### src/rtl/alu_pipe_if.sv
// Operand/result handshake bundle for alu_pipe: valid/ready on both sides plus data and flags.
// The master side is the operand source and result consumer; the slave side is the ALU.
interface alu_pipe_if #(
  parameter int WIDTH = 4
);
  logic             in_valid;
  logic             in_ready;
  logic [WIDTH-1:0] a;
  logic [WIDTH-1:0] b;
  logic [2:0]       op;
  logic             acc_sel;
  logic             out_valid;
  logic             out_ready;
  logic [WIDTH-1:0] result;
  logic             zero;
  logic             carry;
  logic             overflow;
  logic             negative;

  modport master (
    output in_valid, a, b, op, acc_sel, out_ready,
    input  in_ready, out_valid, result, zero, carry, overflow, negative
  );

  modport slave (
    input  in_valid, a, b, op, acc_sel, out_ready,
    output in_ready, out_valid, result, zero, carry, overflow, negative
  );
endinterface

### src/rtl/alu_pipe.sv
// Two-stage pipelined ALU with valid/ready handshakes, status flags and a chaining accumulator.
// S1 computes and updates the accumulator at capture; S2 holds the registered outputs.
module alu_pipe #(
  parameter int               WIDTH     = 4,
  parameter logic [WIDTH-1:0] ACC_RESET = '0
) (
  input  logic      clk,
  input  logic      rst,
  alu_pipe_if.slave bus
);

  localparam logic [2:0] OP_ADD = 3'b000;
  localparam logic [2:0] OP_SUB = 3'b001;
  localparam logic [2:0] OP_NOT = 3'b010;
  localparam logic [2:0] OP_AND = 3'b011;
  localparam logic [2:0] OP_OR  = 3'b100;
  localparam logic [2:0] OP_XOR = 3'b101;
  localparam logic [2:0] OP_SLT = 3'b110;
  localparam logic [2:0] OP_EQ  = 3'b111;

  typedef struct packed {
    logic [WIDTH-1:0] res;
    logic             carry;
    logic             overflow;
  } alu_res_t;

  // Carry and overflow come from the (WIDTH+1)-bit intermediate; SUB reports borrow, not carry-out.
  function automatic alu_res_t alu_eval(
    input logic [2:0]              op_i,
    input logic signed [WIDTH-1:0] opa,
    input logic signed [WIDTH-1:0] opb
  );
    alu_res_t       r;
    logic [WIDTH:0] wide;
    r    = '0;
    wide = '0;
    case (op_i)
      OP_ADD: begin
        wide       = {1'b0, opa} + {1'b0, opb};
        r.res      = wide[WIDTH-1:0];
        r.carry    = wide[WIDTH];
        r.overflow = (opa[WIDTH-1] == opb[WIDTH-1]) && (r.res[WIDTH-1] != opa[WIDTH-1]);
      end
      OP_SUB: begin
        wide       = {1'b0, opa} + {1'b0, ~opb} + {{WIDTH{1'b0}}, 1'b1};
        r.res      = wide[WIDTH-1:0];
        r.carry    = ~wide[WIDTH];
        r.overflow = (opa[WIDTH-1] != opb[WIDTH-1]) && (r.res[WIDTH-1] != opa[WIDTH-1]);
      end
      OP_NOT: r.res = ~opa;
      OP_AND: r.res = opa & opb;
      OP_OR:  r.res = opa | opb;
      OP_XOR: r.res = opa ^ opb;
      OP_SLT: r.res = {{(WIDTH-1){1'b0}}, (opa < opb)};
      OP_EQ:  r.res = {{(WIDTH-1){1'b0}}, (opa == opb)};
      default: r = '0;
    endcase
    return r;
  endfunction

  logic                    vld_p1;
  logic                    vld_p2;
  logic signed [WIDTH-1:0] acc;
  logic signed [WIDTH-1:0] opa_p0;
  alu_res_t                eval_p0;
  logic                    accept;
  logic                    s2_free;
  logic                    s1_adv;

  logic [WIDTH-1:0] result_p1;
  logic             zero_p1;
  logic             carry_p1;
  logic             overflow_p1;
  logic             negative_p1;

  logic [WIDTH-1:0] result_p2;
  logic             zero_p2;
  logic             carry_p2;
  logic             overflow_p2;
  logic             negative_p2;

  assign s2_free      = !vld_p2 || bus.out_ready;
  assign s1_adv       = vld_p1 && s2_free;
  assign bus.in_ready = !rst && (!vld_p1 || s2_free);
  assign accept       = bus.in_valid && bus.in_ready;

  // ---- S0: operand select and combinational evaluate ----
  assign opa_p0  = bus.acc_sel ? acc : bus.a;
  assign eval_p0 = alu_eval(bus.op, opa_p0, bus.b);

  // ---- S1: pipeline control and accumulator ----
  always_ff @(posedge clk) begin
    if (rst) begin
      vld_p1 <= 1'b0;
      vld_p2 <= 1'b0;
      acc    <= ACC_RESET;
    end else begin
      if (accept) begin
        vld_p1 <= 1'b1;
        acc    <= eval_p0.res;
      end else if (s1_adv) begin
        vld_p1 <= 1'b0;
      end
      if (s2_free) begin
        vld_p2 <= vld_p1;
      end
    end
  end

  // S1 data is qualified by vld_p1, so it needs no reset.
  always_ff @(posedge clk) begin
    if (accept) begin
      result_p1   <= eval_p0.res;
      zero_p1     <= (eval_p0.res == '0);
      carry_p1    <= eval_p0.carry;
      overflow_p1 <= eval_p0.overflow;
      negative_p1 <= eval_p0.res[WIDTH-1];
    end
  end

  // ---- S2: registered outputs, held while the consumer stalls ----
  always_ff @(posedge clk) begin
    if (rst) begin
      result_p2   <= '0;
      zero_p2     <= 1'b0;
      carry_p2    <= 1'b0;
      overflow_p2 <= 1'b0;
      negative_p2 <= 1'b0;
    end else if (s1_adv) begin
      result_p2   <= result_p1;
      zero_p2     <= zero_p1;
      carry_p2    <= carry_p1;
      overflow_p2 <= overflow_p1;
      negative_p2 <= negative_p1;
    end
  end

  assign bus.out_valid = vld_p2;
  assign bus.result    = result_p2;
  assign bus.zero      = zero_p2;
  assign bus.carry     = carry_p2;
  assign bus.overflow  = overflow_p2;
  assign bus.negative  = negative_p2;

endmodule
### src/flat_wrapper.sv
// flat-port wrapper written by rule: the top's interface ports become plain ports
module alu_pipe_flat 
#(
  parameter int               WIDTH     = 4,
  parameter logic [WIDTH-1:0] ACC_RESET = '0
)
  (clk, rst, bus_in_valid, bus_a, bus_b, bus_op, bus_acc_sel, bus_out_ready, bus_in_ready, bus_out_valid, bus_result, bus_zero, bus_carry, bus_overflow, bus_negative);
  alu_pipe_if #(.WIDTH(WIDTH)) bus_i ();
  input  logic clk;
  input  logic rst;
  input wire logic [$bits(bus_i.in_valid)-1:0] bus_in_valid;
  input wire logic [$bits(bus_i.a)-1:0] bus_a;
  input wire logic [$bits(bus_i.b)-1:0] bus_b;
  input wire logic [$bits(bus_i.op)-1:0] bus_op;
  input wire logic [$bits(bus_i.acc_sel)-1:0] bus_acc_sel;
  input wire logic [$bits(bus_i.out_ready)-1:0] bus_out_ready;
  output wire logic [$bits(bus_i.in_ready)-1:0] bus_in_ready;
  output wire logic [$bits(bus_i.out_valid)-1:0] bus_out_valid;
  output wire logic [$bits(bus_i.result)-1:0] bus_result;
  output wire logic [$bits(bus_i.zero)-1:0] bus_zero;
  output wire logic [$bits(bus_i.carry)-1:0] bus_carry;
  output wire logic [$bits(bus_i.overflow)-1:0] bus_overflow;
  output wire logic [$bits(bus_i.negative)-1:0] bus_negative;
  assign bus_i.in_valid = bus_in_valid;
  assign bus_i.a = bus_a;
  assign bus_i.b = bus_b;
  assign bus_i.op = bus_op;
  assign bus_i.acc_sel = bus_acc_sel;
  assign bus_i.out_ready = bus_out_ready;
  assign bus_in_ready = bus_i.in_ready;
  assign bus_out_valid = bus_i.out_valid;
  assign bus_result = bus_i.result;
  assign bus_zero = bus_i.zero;
  assign bus_carry = bus_i.carry;
  assign bus_overflow = bus_i.overflow;
  assign bus_negative = bus_i.negative;
  alu_pipe #(.WIDTH(WIDTH), .ACC_RESET(ACC_RESET)) u_core (.clk(clk), .rst(rst), .bus(bus_i));
endmodule
### config.mk
export PLATFORM = sky130hd
export DESIGN_NAME = alu_pipe_flat
export DESIGN_NICKNAME = d
export VERILOG_FILES = /design/src/rtl/alu_pipe_if.sv /design/src/rtl/alu_pipe.sv /design/src/flat_wrapper.sv
export SDC_FILE = /design/constraint.sdc
export NUM_CORES = 1
export LEC_CHECK = 0
export ABC_AREA = 1
export CORE_UTILIZATION = 46
export DETAILED_ROUTE_END_ITERATION = 8
export GPL_TIMING_DRIVEN = 0
export HOLD_SLACK_MARGIN = 0.05
export PLACE_DENSITY = 0.73
export SLEW_MARGIN = 20
export SYNTH_ARGS = -nofsm -noshare
export SYNTH_HDL_FRONTEND = slang
export SYNTH_SLANG_ARGS = --single-unit
### constraint.sdc
create_clock -name clk -period 5 [get_ports clk]
set_input_delay 1 -clock clk [delete_from_list [all_inputs] [get_ports clk]]
set_output_delay 1 -clock clk [all_outputs]
set_load 0.005 [all_outputs]
==> out/summary.txt <==
status - finished, final reports clean
PD cells - 217 nW/µm²
CTS sink cnt - 20
final net count - 276
post-synth top area share - 17.5%
critical path endpoint category - primary output
Routed WL per cell - 9.11 µm
global-route wire length before repair - 4500 µm
share of cells above drive strength 1 - 9.43%
Setup Fix Bufs, Post-CTS - 0
P_sw - 123 µW
Ant. Diodes - 0
residual DRC count - 0
TritonCTS clock tree - done
Worst Path Arrival - 2270 ps
die area - 3470 µm²
CP required - 4000 ps
Final HPWL DP - 2250 µm
Max Freq - 305 MHz
GRT Resource Usage Total - 16.8%
Register Area - 470 µm²
Slowest-stage cell, CP - clkdlybuf4s50_1
Sw Ratio - 31.4%
Gate Count Post-Synth - 216
Most used DFF post-synth - dfxtp_1
hold buffer count at cts - 0
Ports - 26
share of power burned in registers - 47.4%
Fin. Hold Viols - 0
RePlAce Congestion - 0.861
core area - 3050 µm²
Clock Power Share - 19.6%
relative slew slack - 55.3%
max incr delay on CP - 480 ps
Crit Path Class - input port to primary output
Die Span X - 58.9 µm
clock slew at the register clock pins of the worst setup and hold paths - 100 ps
Worst Setup Slack, final - 1730 ps
setup tns final - 0 ps
synthesis-to-finish area growth - 21.6%
unrepaired setup endpoints after global routing - no
CTS root buf - clkbuf_4
EDFF count, synth - 7
site row count - 20
Worst-Skew Late Latency - 300 ps
worst-path cell chain - clkdlybuf4s50_1, inv_1, nand2_1, nor2_1, inv_1, nand2_1, inv_1, clkdlybuf4s50_1
worst vdd ir - 0.0862 mV
htree depth - 1
slew of the pin with the lowest slew margin - 668 ps
CTS buffer count - 3
Final setup viols - 0
mapped cell area - 1490 µm²
minimum clock period - 3270 ps
CP dominant cell by count - inv_1
Pleak - 0.896 nW
most frequent cell after synthesis - nand2_1
Setup WS pre-CTS - 1620 ps
Hold WC Path Type - flop to flop
largest cells by area after synthesis - dfxtp_1 17%, edfxtp_1 14%, nand2_1 12%
Via density - 4.50
Netlist cell types - 26
Port Buffer Count - 24
Synthesis Warnings - 0
max cap viols - 0
Syn Nets - 247
Avg Cell Area, Syn - 6.90 µm²
clock skew - 10.8 ps
final antenna-violating net count - 0
Filler cells - 318
largest net degree at the start of global routing - 12
First DRT Iteration DRCs - 40
final worst path period share - 65.5%
Initial Util - 48.8%
chip height - 58.9 µm
Async SR Flop Fraction - 0%
startpoint types - input port
via count - 1297
Internal - 269 µW
total iterations of the first detailed-routing run - 4
register bit total from synthesis - 20
Crit Path Max Fanout - 3
clk buf depth - 2
CTS resizes - 0
Pins Over Slew Limit - 0
post-synth top area cell - dfxtp_1
Seq/Total Area, Yosys - 31.6%
Comb pwr share - 33.0%
global route overflow - 0
Synth top cells by count - 49 x nand2_1, 37 x nor2_1, 36 x inv_1
area occupied by multi-input gates - 843 µm²
number of global-route vias before repair - 1128
initial antenna violation count - 0
DRT Wirelength - 2620 µm
-- state kept, by name (all words and copies together), names as in the netlist --
| name | count |
|---|---|
| u_core.acc | 4 |
| u_core.bus.result | 3 |
| u_core.result_p1 | 3 |
| u_core.bus.carry | 1 |
| u_core.bus.negative | 1 |
| u_core.bus.out_valid | 1 |
| u_core.bus.overflow | 1 |
| u_core.bus.zero | 1 |
| u_core.carry_p1 | 1 |
| u_core.negative_p1 | 1 |
| u_core.overflow_p1 | 1 |
| u_core.vld_p1 | 1 |
| u_core.zero_p1 | 1 |
-- worst paths after layout --
kind | depth (start not counted) | startpoint | endpoint | slack, ps
worst min register to register | 2 | u_core.vld_p1 | u_core.bus.out_valid | 480
worst min-delay path | 2 | u_core.vld_p1 | u_core.bus.out_valid | 480
worst max-delay path | 8 | bus_out_ready | bus_in_ready | 1730
worst max register to register | 12 | u_core.acc[0] | u_core.zero_p1 | 2900
-- layer usage --
metal  share of wire, %  GRT usage, %  up-vias  wire (µm)
met5                  0             0        -          0
met4                1.3          6.12        0         34
met3                2.2          1.32        5         58
met2                 50          32.5       18       1310
met1                 47          18.8      551       1220
li1                   -             -      723          -
-- per-stage QoR --
stage / total power [mW] / util (%) / instance area [µm²] / hold WS, ps / cells
after global placement: 0.318 / 58.5 / 1790 / 459 / 284
after floorplan: 0.277 / - / 1490 / 445 / 216
after global routing: 0.421 / 59.3 / 1810 / 500 / 288
final: 0.392 / 59.3 / 1810 / 478 / 288
after CTS: 0.394 / 59.3 / 1810 / 481 / 288
after detailed placement: 0.320 / 58.5 / 1790 / 466 / 284
-- layout make-up --
type	count	area share, %
sequential	20	26.0
buffer	4	1.66
inverter	39	8.08
clock buffer	4	1.45
timing repair buffer	24	13.3
tap	44	3.04
multi-input combinational	153	46.5
-- logic make-up after synthesis --
logic type	share of synthesized area (%)
simple gates	32.7
buf+inv	11.8
compound gates	9.07
flops	31.6
fa+ha+maj	13.6
xor+xnor	1.18
-- power by group through the flow --
stage | Clock [mW] | Sequential (mW) | Combinational [mW]
2_1_floorplan | 0 | 0.190 | 0.0867
3_3_place_gp | 0 | 0.190 | 0.129
3_5_place_dp | 0 | 0.190 | 0.130
4_1_cts | 0.0777 | 0.186 | 0.130
5_1_grt | 0.0855 | 0.187 | 0.148
6_report | 0.0770 | 0.186 | 0.130
-- placed cells by master (no fill, tap or decap), types with 7 or more instances in the layout --
cell / instances
clkdlybuf4s50_1: 24
nand3_1: 14
inv_1: 36
nor2_1: 37
edfxtp_1: 7
o21ai_0: 11
dfxtp_1: 13
nand2_1: 49
ha_1: 13
-- critical path: cells and delay by family --
family	cells	cell delay (ps)
buffers and inverters	5	1070
AND/OR/NAND/NOR	3	190
(Power assumes the default switching activity.)
